**src/rtl/draw_bg_pattern_if.sv**
```systemverilog
// VGA timing bundle: counters, syncs, blanking and pixel colour travelling together.
interface vga_if;
    logic [10:0] vcount;
    logic        vsync;
    logic        vblnk;
    logic [10:0] hcount;
    logic        hsync;
    logic        hblnk;
    logic [11:0] rgb;

    modport in  (input  vcount, vsync, vblnk, hcount, hsync, hblnk, rgb);
    modport out (output vcount, vsync, vblnk, hcount, hsync, hblnk, rgb);
endinterface

```
**src/rtl/draw_bg_pattern.sv**
```systemverilog
// Background generator: border, solid/checker/gradient/tint pattern and blinking border,
// with frame-synchronous settings and a fixed-latency timing pipeline.
module draw_bg_pattern #(
    parameter int unsigned H_ACTIVE     = 800,
    parameter int unsigned V_ACTIVE     = 600,
    parameter int unsigned BORDER_W     = 1,
    parameter int unsigned TILE_LOG2    = 5,
    parameter int unsigned BLINK_FRAMES = 30,
    parameter int unsigned PIPE_DEPTH   = 1
) (
    input  logic        clk,
    input  logic        rst,
    vga_if.in           in,
    vga_if.out          out,
    input  logic [1:0]  mode_i,
    input  logic [11:0] fill_rgb_i,
    input  logic [11:0] alt_rgb_i,
    input  logic        blink_en_i,
    output logic        border_on_o
);

    localparam int unsigned CNT_W = $clog2(BLINK_FRAMES) + 1;
    localparam logic [CNT_W-1:0] CNT_LAST = CNT_W'(BLINK_FRAMES - 1);
    localparam logic [10:0] TOP_END   = 11'(BORDER_W);
    localparam logic [10:0] BOT_START = 11'(V_ACTIVE - BORDER_W);
    localparam logic [10:0] LEFT_END  = 11'(BORDER_W);
    localparam logic [10:0] RIGHT_BEG = 11'(H_ACTIVE - BORDER_W);

    typedef struct packed {
        logic [10:0] vcount;
        logic        vsync;
        logic        vblnk;
        logic [10:0] hcount;
        logic        hsync;
        logic        hblnk;
        logic [11:0] rgb;
    } pix_t;

    logic             vblnk_q;
    logic             frame_start;
    logic [1:0]       shd_mode;
    logic [11:0]      shd_fill;
    logic [11:0]      shd_alt;
    logic [CNT_W-1:0] blink_cnt;
    logic             blink_en_q;
    logic [11:0]      pattern;
    logic [11:0]      pix_rgb;
    pix_t             stage_in;
    pix_t             pipe [PIPE_DEPTH];

    assign frame_start = in.vblnk & ~vblnk_q;

    // Settings only change at a frame boundary so a frame is never drawn half-and-half.
    always_ff @(posedge clk) begin
        if (rst) begin
            vblnk_q  <= 1'b0;
            shd_mode <= 2'd0;
            shd_fill <= 12'h888;
            shd_alt  <= 12'h887;
        end else begin
            vblnk_q <= in.vblnk;
            if (frame_start) begin
                shd_mode <= mode_i;
                shd_fill <= fill_rgb_i;
                shd_alt  <= alt_rgb_i;
            end
        end
    end

    // A frame start coinciding with the enable rising does not count: counting restarts from 0.
    always_ff @(posedge clk) begin
        if (rst) begin
            blink_cnt   <= '0;
            border_on_o <= 1'b1;
            blink_en_q  <= 1'b0;
        end else begin
            blink_en_q <= blink_en_i;
            if (!blink_en_i) begin
                blink_cnt   <= '0;
                border_on_o <= 1'b1;
            end else if (frame_start && blink_en_q) begin
                if (blink_cnt == CNT_LAST) begin
                    blink_cnt   <= '0;
                    border_on_o <= ~border_on_o;
                end else begin
                    blink_cnt <= blink_cnt + CNT_W'(1);
                end
            end
        end
    end

    always_comb begin
        pattern = shd_fill;
        case (shd_mode)
            2'd0:    pattern = shd_fill;
            2'd1:    pattern = (in.hcount[TILE_LOG2] ^ in.vcount[TILE_LOG2]) ? shd_alt : shd_fill;
            2'd2:    pattern = {in.hcount[9:6], shd_fill[7:0]};
            default: pattern = (in.rgb == 12'h000) ? shd_fill : shd_alt;
        endcase
    end

    // Blanking beats border, border beats pattern; hidden border shows the pattern.
    always_comb begin
        pix_rgb = pattern;
        if (in.vblnk || in.hblnk) begin
            pix_rgb = 12'h000;
        end else if (border_on_o) begin
            if (in.vcount < TOP_END)          pix_rgb = 12'hff0;
            else if (in.vcount >= BOT_START)  pix_rgb = 12'hf00;
            else if (in.hcount < LEFT_END)    pix_rgb = 12'h0f0;
            else if (in.hcount >= RIGHT_BEG)  pix_rgb = 12'h00f;
        end
    end

    always_comb begin
        stage_in.vcount = in.vcount;
        stage_in.vsync  = in.vsync;
        stage_in.vblnk  = in.vblnk;
        stage_in.hcount = in.hcount;
        stage_in.hsync  = in.hsync;
        stage_in.hblnk  = in.hblnk;
        stage_in.rgb    = pix_rgb;
    end

    always_ff @(posedge clk) begin
        if (rst) begin
            for (int i = 0; i < int'(PIPE_DEPTH); i++) pipe[i] <= '0;
        end else begin
            pipe[0] <= stage_in;
            for (int i = 1; i < int'(PIPE_DEPTH); i++) pipe[i] <= pipe[i-1];
        end
    end

    assign out.vcount = pipe[PIPE_DEPTH-1].vcount;
    assign out.vsync  = pipe[PIPE_DEPTH-1].vsync;
    assign out.vblnk  = pipe[PIPE_DEPTH-1].vblnk;
    assign out.hcount = pipe[PIPE_DEPTH-1].hcount;
    assign out.hsync  = pipe[PIPE_DEPTH-1].hsync;
    assign out.hblnk  = pipe[PIPE_DEPTH-1].hblnk;
    assign out.rgb    = pipe[PIPE_DEPTH-1].rgb;

endmodule

```
**src/flat_wrapper.sv**
```systemverilog
// flat-port wrapper written by rule: the top's interface ports become plain ports
module draw_bg_pattern_flat 
#(
    parameter int unsigned H_ACTIVE     = 800,
    parameter int unsigned V_ACTIVE     = 600,
    parameter int unsigned BORDER_W     = 1,
    parameter int unsigned TILE_LOG2    = 5,
    parameter int unsigned BLINK_FRAMES = 30,
    parameter int unsigned PIPE_DEPTH   = 1
)
  (clk, rst, mode_i, fill_rgb_i, alt_rgb_i, blink_en_i, border_on_o, in_vcount, in_vsync, in_vblnk, in_hcount, in_hsync, in_hblnk, in_rgb, out_vcount, out_vsync, out_vblnk, out_hcount, out_hsync, out_hblnk, out_rgb);
  vga_if in_i ();
  vga_if out_i ();
  input  logic clk;
  input  logic rst;
  input  logic [1:0] mode_i;
  input  logic [11:0] fill_rgb_i;
  input  logic [11:0] alt_rgb_i;
  input  logic blink_en_i;
  output logic border_on_o;
  input wire logic [$bits(in_i.vcount)-1:0] in_vcount;
  input wire logic [$bits(in_i.vsync)-1:0] in_vsync;
  input wire logic [$bits(in_i.vblnk)-1:0] in_vblnk;
  input wire logic [$bits(in_i.hcount)-1:0] in_hcount;
  input wire logic [$bits(in_i.hsync)-1:0] in_hsync;
  input wire logic [$bits(in_i.hblnk)-1:0] in_hblnk;
  input wire logic [$bits(in_i.rgb)-1:0] in_rgb;
  output wire logic [$bits(out_i.vcount)-1:0] out_vcount;
  output wire logic [$bits(out_i.vsync)-1:0] out_vsync;
  output wire logic [$bits(out_i.vblnk)-1:0] out_vblnk;
  output wire logic [$bits(out_i.hcount)-1:0] out_hcount;
  output wire logic [$bits(out_i.hsync)-1:0] out_hsync;
  output wire logic [$bits(out_i.hblnk)-1:0] out_hblnk;
  output wire logic [$bits(out_i.rgb)-1:0] out_rgb;
  assign in_i.vcount = in_vcount;
  assign in_i.vsync = in_vsync;
  assign in_i.vblnk = in_vblnk;
  assign in_i.hcount = in_hcount;
  assign in_i.hsync = in_hsync;
  assign in_i.hblnk = in_hblnk;
  assign in_i.rgb = in_rgb;
  assign out_vcount = out_i.vcount;
  assign out_vsync = out_i.vsync;
  assign out_vblnk = out_i.vblnk;
  assign out_hcount = out_i.hcount;
  assign out_hsync = out_i.hsync;
  assign out_hblnk = out_i.hblnk;
  assign out_rgb = out_i.rgb;
  draw_bg_pattern #(.H_ACTIVE(H_ACTIVE), .V_ACTIVE(V_ACTIVE), .BORDER_W(BORDER_W), .TILE_LOG2(TILE_LOG2), .BLINK_FRAMES(BLINK_FRAMES), .PIPE_DEPTH(PIPE_DEPTH)) u_core (.clk(clk), .rst(rst), .in(in_i), .out(out_i), .mode_i(mode_i), .fill_rgb_i(fill_rgb_i), .alt_rgb_i(alt_rgb_i), .blink_en_i(blink_en_i), .border_on_o(border_on_o));
endmodule
```
**config.mk**
```make
export PLATFORM = sky130hd
export DESIGN_NAME = draw_bg_pattern_flat
export DESIGN_NICKNAME = d
export VERILOG_FILES = /design/src/rtl/draw_bg_pattern_if.sv /design/src/rtl/draw_bg_pattern.sv /design/src/flat_wrapper.sv
export SDC_FILE = /design/constraint.sdc
export NUM_CORES = 1
export LEC_CHECK = 0
export ABC_AREA = 1
export CORE_MARGIN = 2
export CORE_UTILIZATION = 34
export DETAILED_ROUTE_END_ITERATION = 16
export PLACE_DENSITY_LB_ADDON = 0.2
export REMOVE_ABC_BUFFERS = 1
export SYNTH_ARGS = -nofsm -noshare
export SYNTH_HDL_FRONTEND = slang
export SYNTH_SLANG_ARGS = --single-unit
```
**constraint.sdc**
```tcl
create_clock -name clk -period 3.2 [get_ports clk]
set_input_delay 0.32 -clock clk [delete_from_list [all_inputs] [get_ports clk]]
set_output_delay 0.32 -clock clk [all_outputs]
set_load 0.1 [all_outputs]
```
# Word-level counts from Yosys, hierarchy flattened
# Memories as Yosys holds them, arrays and structs flattened.
# Index checks and enable logic that the tools add are counted.
# Widths: inputs -> output; s select.
# classes
n_addsub	1
order_cmp	4
n_eq_ne	3
mux	15
bitwise_logic	5
reduce_logical	7
# op_table
operator	n
$mux 12	8
$mux 38	1
$reduce_or 38->1	1
$pmux 12 s3	1
$ge 11x10->1 const B	2
$lt 11x1->1 const B	2
$logic_not 12->1	1
$add 6x1->6 const B	1
$eq 6x5->1 const B	1
$mux 6	1
$mux 1	4
$not 1->1	3
$eq 2x1->1 const B	1
$eq 2x2->1 const B	1
$logic_not 2->1	1
$reduce_and 2->1	1
$reduce_or 2->1	1
$and 1x1->1	1
$logic_and 1x1->1	1
$logic_or 1x1->1	1
$xor 1x1->1	1
# word_totals
register_bits	35
mem_bits_rw	38
inputBits	67
output_inout_bits	39
elab_cells	43
mem_count	1
# mem_list
name	words	width	rd	rd_ports_with_merged_regs	write_ports	line	rtl
u_core.pipe	1	38	1	0	1	draw_bg_pattern.sv:49	pix_t pipe [PIPE_DEPTH];

# Logic depth before layout (Yosys ltp)
# Gate-level depths: netlist of the first run.
# depth
ltp_word	10
ltp_mapped	12
ltp_nobuf	12

# Least setup slack after synthesis of the first run
# OpenSTA, ideal clock, no wires.
# synth_path
kind	register -> register
startpoint	register u_core.border_on_o
endpoint	memory u_core.pipe[0][4] (netlist bit)
setup_ps	127
arrival_time_ps	1678
required_ps	3073
path_slack_ps	1394
stages_incl_launch_ff	5
path_buffers	1
synth_period_minus_slack_ps	1806
cell_sequence	dfxtp_1 > clkbuf_1 > inv_1 > a31oi_1 > a21oi_1
# synth_via
elab_chain_cells	3
# synth_lines
element	line	rtl
start, declared	draw_bg_pattern.sv:19	output logic border_on_o
start signal, assigned	draw_bg_pattern.sv:84	border_on_o <= ~border_on_o;
$mux 12	draw_bg_pattern.sv:107	end else if (border_on_o) begin
$mux 12	draw_bg_pattern.sv:105	if (in.vblnk || in.hblnk) begin
$mux 38 (no line)	--	
end, declared	draw_bg_pattern.sv:49	
# Every way passes these cells.

# Worst setup path in the final report of the first run
# layout_path
startpoint	memory u_core.pipe[0][25] (netlist bit)
endpoint	output out_vblnk
# layout_via
elab_chain_cells	1
# layout_lines
element	line	rtl
$mem_v2 1x38	--	
end, declared	flat_wrapper.sv:30	output wire logic [$bits(out_i.vblnk)-1:0] out_vblnk;
# Every way passes these cells.

==> impl_results.md, run 1 <==
- Die Area: 0.009653 mm^2
- Clock latency at the later pin of the worst-skew pair: 0.34 ns
- Number of global-route vias before repair: 2760
- Grt ovf: 0
- Initial antenna violation count: 0
- Setup repair bufs after CTS: 0
- Overall routed net length: 7839 um
- Register Area: 0.001441 mm^2
- Hold Path Class: flip-flop to flip-flop
- Fillcell total: 880
- Max Fanout on Critical Path: 2
- CP top delay family: buffers and inverters
- PortBufs: 105
- Worst setup path class: flip-flop to primary output
- Largest net degree at the start of global routing: 34
- Synth cell types: 34
- Reg power frac: 40.8%
- Antenna Violating Nets Remaining: 0
- Ys async rst share: 0%
- Slew margin rel.: 32.66%
- Layout Nets: 589
- Via count: 2895
- Wire length per cell: 12.38 um
- N_diodes: 0
- Period utilization: 67.42%
- Commonest cells after routing, fill and taps aside: clkdlybuf4s50_1, nand2_1, dfxtp_1
- Cts repair resizes: 0
- Num ports: 106
- Period minus WS final: 2.157 ns
- Top area cells in the synthesized netlist: dfxtp_1, nand2_1, nor2_1, inv_1, nand3_1
- Mapped Area: 0.003020 mm^2
- Yosys Warn Count: 0
- Pleak: 1.926 nW
- Max_cap viols: 0
- Internal: 1.701 mW
- Clk pwr share: 40.2%
- CTS Sinks: 72
- CP Launch Type: flip-flop
- PwrDens: 532.2 mW/mm^2
- GRT Total Usage: 16.53%
- Area of the multi-input gates: 0.001334 mm^2
- Final Hold Vio Count: 0
- Slowest cell on the critical path: clkdlybuf4s50_1
- Setup TNS: 0 ns
- TritonCTS buffer count: 9
- Final core area utilization: 51.20%
- Syn avg cell area: 7.313 um^2
- Share of layout cells above drive strength 1: 7.810%
- 1st-pass router iterations: 4
- Die Wd: 98.25 um
- DR vias/cell: 4.573
- Drc violations: 0
- RD Place Congestion: 0.8126
- Clock transition at path regs: 0.08 ns
- Commonest non-fill, non-tap cell in the layout: clkdlybuf4s50_1
- Clk_skew: 0.009970 ns
- Worst VDD drop: 216.4 uV
- Fmax: 463.5 MHz
- WP data required: 2.88 ns
- Logic gate share of total power: 19.1%
- Critical path data arrival time: 1.84 ns
- Final setup fails: 0
- Mapped Cells: 413
- Max-slew violations: 0
- Worst path max stage delay: 1.14 ns
- Yosys top cell area share: 47.72%
- Worst Max-Slew Pin Slew: 1.007 ns
- Hold Buf Count CTS: 0
- Total core area: 0.008678 mm^2
- Worst Setup End Kind: primary output
- First-pass GRT wire length: 12840 um
- Post-DP HPWL: 5924 um
- Sw frac: 28.04%
- Switch Pwr: 0.6631 mW
- EDFF count, synth: 0
- FF+latch count, synth: 72
- CTS tree: yes
- Row Count: 34
- Max Root-Sink Buffers: 2
- Syn-to-layout area delta: 47.10%
- CP Cell Sequence: clkdlybuf4s50_1
- H-tree Lvls: 3
- Root Driver: clkbuf_8
- Status: finished clean
- Initial Util: 34.80%
- WP buf/inv: 1
- Die H: 98.25 um
- RSZ-0062 raised after global routing: false
- Most used DFF post-synth: dfxtp_1
- Area leader, netlist: dfxtp_1
- DR iter-0 viols: 87
- Seq/Total Area, Yosys: 47.72%
==> synthesized netlist by cell type (2+ instances only) <==
master,count
nand4_1,7
o21ai_1,5
nand2_1,83
nand2_8,2
o21ai_0,24
nor2_4,2
ha_1,2
nor3_1,5
inv_2,8
nor2_1,68
dfxtp_1,72
inv_1,45
o211ai_1,2
nand2_2,3
clkbuf_1,10
a21oi_1,25
nand3_1,31
nor3b_1,3
==> state kept, by name (all words and copies together) (netlist names) <==
register,cells
u_core.blink_cnt,6
u_core.shd_mode,2
u_core.shd_fill,12
u_core.pipe,38
u_core.shd_alt,12
u_core.blink_en_q,1
u_core.border_on_o,1
==> routing by layer <==
metal | global-route usage, % | up-vias | wire (um)
met5 | 0 | - | 0
met2 | 25.55 | 83 | 3537
met3 | 3.865 | 2 | 418
met4 | 7.271 | 0 | 20
met1 | 22.10 | 1283 | 3862
li1 | - | 1527 | -
==> layout make-up <==
| cell class | instances | area share, % |
|---|---|---|
| tap | 108 | 3.041 |
| clock buffer | 9 | 2.788 |
| multi-input combinational | 276 | 30.02 |
| timing repair buffer | 107 | 23.94 |
| inverter | 54 | 4.562 |
| clock inverter | 7 | 3.210 |
| sequential | 72 | 32.44 |
==> power by group through the flow <==
| stage | registers (mW) | clock network [mW] | logic, mW |
|---|---|---|---|
| after global routing | 0.969 | 1.01 | 0.486 |
| final | 0.964 | 0.950 | 0.451 |
| after CTS | 0.963 | 0.977 | 0.453 |
| after global placement | 0.984 | 0 | 0.449 |
| after detailed placement | 0.984 | 0 | 0.451 |
| after floorplan | 1.13 | 0 | 0.131 |
==> through the flow <==
| stage | setup slack, ns | hold slack (ns) | area, um^2 | std cells | total power [mW] |
|---|---|---|---|---|---|
| floorplan | 1.099 | 0.3912 | 2978 | 402 | 1.262 |
| global placement | 1.090 | 0.4407 | 4177 | 617 | 1.433 |
| detailed placement | 1.050 | 0.4463 | 4177 | 617 | 1.435 |
| CTS | 1.010 | 0.4624 | 4443 | 633 | 2.394 |
| global route | 0.9999 | 0.4914 | 4443 | 633 | 2.469 |
| finish | 1.043 | 0.4603 | 4443 | 633 | 2.364 |
==> kinds of logic after synthesis <==
family / synth area share, %
compound gates: 10.73
flops: 47.72
fa+ha+maj: 0.8284
buf+inv: 8.119
simple gates: 32.60
==> final timing paths <==
path                           start                  to  slack, ns  cells after the start
hold reg to reg   u_core.shd_fill[6]  u_core.shd_fill[6]       0.46                      2
setup / recovery  u_core.pipe[0][25]           out_vblnk       1.04                      1
hold / removal    u_core.shd_fill[6]  u_core.shd_fill[6]       0.46                      2
setup reg to reg  u_core.pipe[0][25]  u_core.shd_fill[6]       1.50                      5
No activity file was read; power rests on OpenSTA's default activity.
==> run 2, diff against run 1 <==
==> constraint.sdc (replaced) <==
create_clock -name clk -period 2.3 [get_ports clk]
set_input_delay 0.23 -clock clk [delete_from_list [all_inputs] [get_ports clk]]
set_output_delay 0.23 -clock clk [all_outputs]
set_load 0.1 [all_outputs]
==> impl_results.md, run 2 (synthesis results as in run 1) <==
- Final non-filler cell total: 634 (was 633)
- WP data required: 2.53 ns (was 2.88 ns)
- Worst Max-Slew Pin Slew: 0.8656 ns (was 1.007 ns)
- Antenna Violating Nets Remaining: 0 (unchanged)
- Die H: 98.25 um (unchanged)
- RSZ-0062 raised after global routing: false (unchanged)
- Layout Nets: 590 (was 589)
- Max Fanout on Critical Path: 5 (was 2)
- Register Area: 0.001441 mm^2 (unchanged)
- Num ports: 106 (unchanged)
- Final setup fails: 0 (unchanged)
- Most used cell, CP: nand2_1
- Fmax: 645.5 MHz
- Max-slew violations: 0 (unchanged)
- Commonest cells after routing, fill and taps aside: nand2_1, dfxtp_1, nor2_1 (was clkdlybuf4s50_1, nand2_1, dfxtp_1)
- Hold Path Class: input port to flip-flop (was flip-flop to flip-flop)
- Initial Util: 34.80% (unchanged)
- GRT Total Usage: 16.71% (was 16.53%)
- Via count: 2914 (was 2895)
- Max reg flops: 38 (unchanged)
- Clk_skew: 0.009377 ns (was 0.009970 ns)
- CP Cell Sequence: clkdlybuf4s50_1, nor3_2, o21ai_1, a21oi_4, inv_2, nand2_1, nand2_1, a21oi_1, nor2_1 (was clkdlybuf4s50_1)
- Die Area: 0.009653 mm^2 (unchanged)
- Final core area utilization: 49.87% (was 51.20%)
- CP Launch Type: input port (was flip-flop)
- Initial antenna violation count: 0 (unchanged)
- Worst path max stage delay: 0.51 ns (was 1.14 ns)
- WP buf/inv: 2 (was 1)
- Overall routed net length: 7935 um (was 7839 um)
- Worst VDD drop: 272.8 uV (was 216.4 uV)
- Total core area: 0.008678 mm^2 (unchanged)
- DP Area: 0.004089 mm^2 (was 0.004177 mm^2)
- Max Root-Sink Buffers: 2 (unchanged)
- Worst setup path class: input port to flip-flop (was flip-flop to primary output)
- PwrDens: 725.8 mW/mm^2 (was 532.2 mW/mm^2)
- Setup TNS: 0 ns (unchanged)
- Syn-to-layout area delta: 43.29% (was 47.10%)
- RD Place Congestion: 0.8653 (was 0.8126)
- CTS tree: yes (unchanged)
- First-pass GRT wire length: 13060 um (was 12840 um)
- Commonest non-fill, non-tap cell in the layout: nand2_1 (was clkdlybuf4s50_1)
- Die Wd: 98.25 um (unchanged)
- N_diodes: 0 (unchanged)
- Hold WS: 0.3969 ns (was 0.4603 ns)
- Critical path data arrival time: 1.78 ns (was 1.84 ns)
- Number of global-route vias before repair: 2785 (was 2760)
- Period minus WS final: 1.549 ns
- CP top delay family: buffers and inverters (unchanged)
- Wire length per cell: 12.52 um (was 12.38 um)
- 1st-pass router iterations: 4 (unchanged)
- Pleak: 1.983 nW (was 1.926 nW)
- Final worst slack: 0.7508 ns (was 1.043 ns)
- DP Cell Count: 618 (was 617)
- Largest regs: u_core.pipe x38, u_core.shd_alt x12, u_core.shd_fill x12 (unchanged)
- Fillcell total: 862 (was 880)
- Status: finished clean (unchanged)
- Max_cap viols: 0 (unchanged)
- Setup WS pre-CTS: 0.4188 ns (was 1.050 ns)
- Largest net degree at the start of global routing: 34 (unchanged)
- DR vias/cell: 4.596 (was 4.573)
- Grt ovf: 0 (unchanged)
- Slowest cell on the critical path: clkdlybuf4s50_1 (unchanged)
- DR iter-0 viols: 107 (was 87)
- Post-DP HPWL: 6052 um (was 5924 um)
- Setup repair bufs after CTS: 0 (unchanged)
- PortBufs: 105 (unchanged)
- Top reg by flops: u_core.pipe (unchanged)
- Slew margin rel.: 42.23% (was 32.66%)
- Root Driver: clkbuf_8 (unchanged)
- TritonCTS buffer count: 9 (unchanged)
- Cts repair resizes: 0 (unchanged)
- Final Cell Area: 0.004328 mm^2 (was 0.004443 mm^2)
- H-tree Lvls: 3 (unchanged)
- Area of the multi-input gates: 0.001334 mm^2 (unchanged)
- Final Hold Vio Count: 0 (unchanged)
- Clock transition at path regs: 0.08 ns (about the same)
- Period utilization: 67.36%
- CTS Sinks: 72 (unchanged)
- Drc violations: 0 (unchanged)
- Share of layout cells above drive strength 1: 15.21% (was 7.810%)
- Hold Buf Count CTS: 0 (unchanged)
- Clock latency at the later pin of the worst-skew pair: 0.34 ns (about the same)
- Final Power: 3.141 mW (was 2.364 mW)
- Row Count: 34 (unchanged)
- Worst Setup End Kind: flip-flop (was primary output)
[run 2: worst min-delay path, delay by kind of cell]
kind	cells	cell delay, ns
buffers and inverters	2	0.45
AND/OR/NAND/NOR	1	0.03
[run 2: final cells by class]
class | instances | share of cell area, %
Clock buffer | 12 | 3.816
Clock inverter | 4 | 1.706
Inverter | 54 | 4.683
Multi-Input combinational cell | 276 | 30.82
Sequential cell | 72 | 33.30
Tap cell | 108 | 3.122
Timing Repair Buffer | 108 | 22.55
[run 2: final timing paths]
| path | start | to | slack, ns | depth (start not counted) |
|---|---|---|---|---|
| worst max-delay path | in_hcount[5] | u_core.pipe[0][3] | 0.75 | 9 |
| worst min-delay path | in_hsync | u_core.pipe[0][13] | 0.40 | 3 |
| worst max register to register | u_core.pipe[0][25] | u_core.shd_fill[6] | 0.79 | 4 |
| worst min register to register | u_core.shd_fill[6] | u_core.shd_fill[6] | 0.46 | 2 |
[run 2: per-layer routing]
layer	GRT usage, %	up-vias	share of wire, %
met3	3.579	13	6.5
li1	-	1527	-
met2	24.97	105	42
met4	6.955	0	1.9
met1	23.42	1269	49
met5	0	-	0
[run 2: where the power goes]
group / internal [mW] / switching (mW) / leakage [nW]
registers: 1.31 / 0.0318 / 0.595
logic: 0.213 / 0.407 / 1.27
clock network: 0.702 / 0.476 / 0.123
total: 2.23 / 0.915 / 1.98
==> run 3, diff against run 2 <==
==> constraint.sdc (replaced) <==
create_clock -name clk -period 1.2 [get_ports clk]
set_input_delay 0.12 -clock clk [delete_from_list [all_inputs] [get_ports clk]]
set_output_delay 0.12 -clock clk [all_outputs]
set_load 0.1 [all_outputs]
==> impl_results.md, run 3 (synthesis results as in run 1) <==
- N_diodes: 0 (unchanged)
- Reg power frac: 40.6% (was 42.8%)
- Pleak: 2.531 nW (was 1.983 nW)
- Final Cell Area: 0.005433 mm^2 (was 0.004328 mm^2)
- Slew margin rel.: 64.62% (was 42.23%)
- Antenna Violating Nets Remaining: 0 (unchanged)
- Top reg by flops: u_core.pipe (unchanged)
- Setup WS pre-CTS: -0.5122 ns (was 0.4188 ns)
- Final setup fails: 2 (was 0)
- DR iter-0 viols: 159 (was 107)
- Period minus WS final: 1.252 ns
- 1st-pass router iterations: 4 (unchanged)
- Share of layout cells above drive strength 1: 32.16% (was 15.21%)
- Worst setup path class: flip-flop to flip-flop (was input port to flip-flop)
- CP endpoint: u_core.pipe[0][7] (was u_core.pipe[0][3])
- FF-to-FF path depth: 10 (was 4)
- Overall routed net length: 8554 um (was 7935 um)
- Fmax: 798.7 MHz
- H-tree Lvls: 3 (unchanged)
- Die H: 98.25 um (unchanged)
- RSZ-0062 raised after global routing: true (was false)
- R2r setup slk: -0.05 ns (was 0.79 ns)
- Grt ovf: 0 (unchanged)
- Setup TNS: -0.08005 ns (was 0 ns)
- Hold WS: 0.04621 ns (was 0.3969 ns)
- TritonCTS buffer count: 9 (unchanged)
- Final Power: 6.421 mW (was 3.141 mW)
- Syn-to-layout area delta: 79.87% (was 43.29%)
- Hold Buf Count CTS: 0 (unchanged)
- CP startpoint: u_core.shd_mode[1] (was in_hcount[5])
- Final worst slack: -0.05208 ns (was 0.7508 ns)
- CP Launch Type: flip-flop (was input port)
- Clk pwr share: 36.3% (was 37.5%)
- GRT Total Usage: 17.58% (was 16.71%)
- Commonest cells after routing, fill and taps aside: nand2_1, dfxtp_1, nor2_1 (unchanged)
- Initial Util: 34.80% (unchanged)
- Failing checks: negative setup slack
- Max reg flops: 38 (unchanged)
- Max Root-Sink Buffers: 2 (unchanged)
- Num ports: 106 (unchanged)
- Die Area: 0.009653 mm^2 (unchanged)
- Die Wd: 98.25 um (unchanged)
- Largest net degree at the start of global routing: 34 (unchanged)
- Max_cap viols: 0 (unchanged)
- Max Fanout on Critical Path: 4 (was 5)
- CTS tree: yes (unchanged)
- Reg2Reg Capture Point: u_core.pipe[0][7] (was u_core.shd_fill[6])
- Initial antenna violation count: 0 (unchanged)
- Worst Setup End Kind: flip-flop (unchanged)
- Via count: 3132 (was 2914)
- Critical path data arrival time: 1.53 ns (was 1.78 ns)
- Root Driver: clkbuf_8 (unchanged)
- Wire length per cell: 12.69 um (was 12.52 um)
- Logic gate share of total power: 23.1% (was 19.7%)
- Largest regs: u_core.pipe x38, u_core.shd_alt x12, u_core.shd_fill x12 (unchanged)
- DP Area: 0.004897 mm^2 (was 0.004089 mm^2)
- Clk_skew: 0.009467 ns (was 0.009377 ns)
- First-pass GRT wire length: 13670 um (was 13060 um)
- Row Count: 34 (unchanged)
- Final core area utilization: 62.60% (was 49.87%)
- Reg2Reg Launch Point: u_core.shd_mode[1] (was u_core.pipe[0][25])
- Final non-filler cell total: 674 (was 634)
- Period utilization: 104.3%
- Clock transition at path regs: 0.08 ns (about the same)
- Worst Max-Slew Pin Slew: 0.5283 ns (was 0.8656 ns)
- Max-slew violations: 0 (unchanged)
- Post-DP HPWL: 6530 um (was 6052 um)
- Status: finished with violations (was finished clean)
- Clock latency at the later pin of the worst-skew pair: 0.33 ns (was 0.34 ns)
- Number of global-route vias before repair: 2960 (was 2785)
- Sw frac: 28.49% (was 29.11%)
- Worst VDD drop: 609.0 uV (was 272.8 uV)
- DR vias/cell: 4.647 (was 4.596)
- RD Place Congestion: 0.8084 (was 0.8653)
- CTS Sinks: 72 (unchanged)
- Switch Pwr: 1.829 mW (was 0.9146 mW)
- PwrDens: 1182 mW/mm^2 (was 725.8 mW/mm^2)
- Layout Nets: 630 (was 590)
- Total core area: 0.008678 mm^2 (unchanged)
- Hold Path Class: input port to flip-flop (unchanged)
- Internal: 4.592 mW (was 2.227 mW)
- WP data required: 1.47 ns (was 2.53 ns)
- Drc violations: 0 (unchanged)
- Commonest non-fill, non-tap cell in the layout: nand2_1 (unchanged)
- PortBufs: 105 (unchanged)
- DP Cell Count: 654 (was 618)
- Final Hold Vio Count: 0 (unchanged)
run 3: changes by cell type in the layout (fill, tap and decap cells not counted), sizes merged:
cell           delta
buf              +40
clkdlybuf4s50    -30
dlygate4sd2      +16
dlymetal6s2s     +14
bufinv            +1
clkbuf            -1
run 3: power groups by stage:
stage	Sequential (mW)	Combinational (mW)	Clock (mW)
finish	2.61	1.48	2.33
global route	2.62	1.59	2.49
CTS	2.60	1.44	2.38
detailed placement	2.66	1.43	0
global placement	2.65	1.42	0
floorplan	3.02	0.349	0
run 3: area by class of cell:
type / count / area [um^2]
tap: 108 / 135.1
sequential: 72 / 1449
multi-input combinational: 276 / 1559
fill: 760 / 3246
inverter: 54 / 207.7
clock buffer: 11 / 141.4
clock inverter: 5 / 103.9
timing repair buffer: 148 / 1837
run 3: repair_timing:
action                                  in CTS  in global routing
gates resized for setup                     41                 71
endpoints found under the hold margin        0                  0
pin swaps                                   31                 27
endpoints found under the setup margin      14                 23
buffers inserted                             1                  3
run 3: worst min-delay path by stage:
stage,from,end,slack [ns],depth (start not counted)
floorplan,rst,u_core.pipe[0][12],0.19,1
global placement,u_core.shd_fill[4],u_core.shd_fill[4],0.44,2
detailed placement,u_core.shd_fill[4],u_core.shd_fill[4],0.44,2
CTS,in_vcount[7],u_core.pipe[0][34],0.15,3
global route,in_hcount[8],u_core.pipe[0][22],0.07,3
finish,in_vcount[6],u_core.pipe[0][33],0.05,3
run 3: worst max-delay path: stages (launching register included):
cell	delay, ns
dfxtp_2	0.34
buf_6	0.11
nor2_4	0.14
nand2_1	0.09
nand3_2	0.08
nand2_1	0.06
nand3_2	0.07
nand2_1	0.06
nand2_1	0.05
nand2_1	0.07
a21oi_2	0.13
run 3: per-layer routing:
layer  wire length (um)  GRT usage, %  part of all wire (%)  vias to the layer above
met3                502         3.006                   5.9                       10
met4                112         5.901                   1.3                        0
li1                   -             -                     -                     1609
met2               3997         28.93                    47                      100
met5                  0             0                     0                        -
met1               3941         23.51                    46                     1413
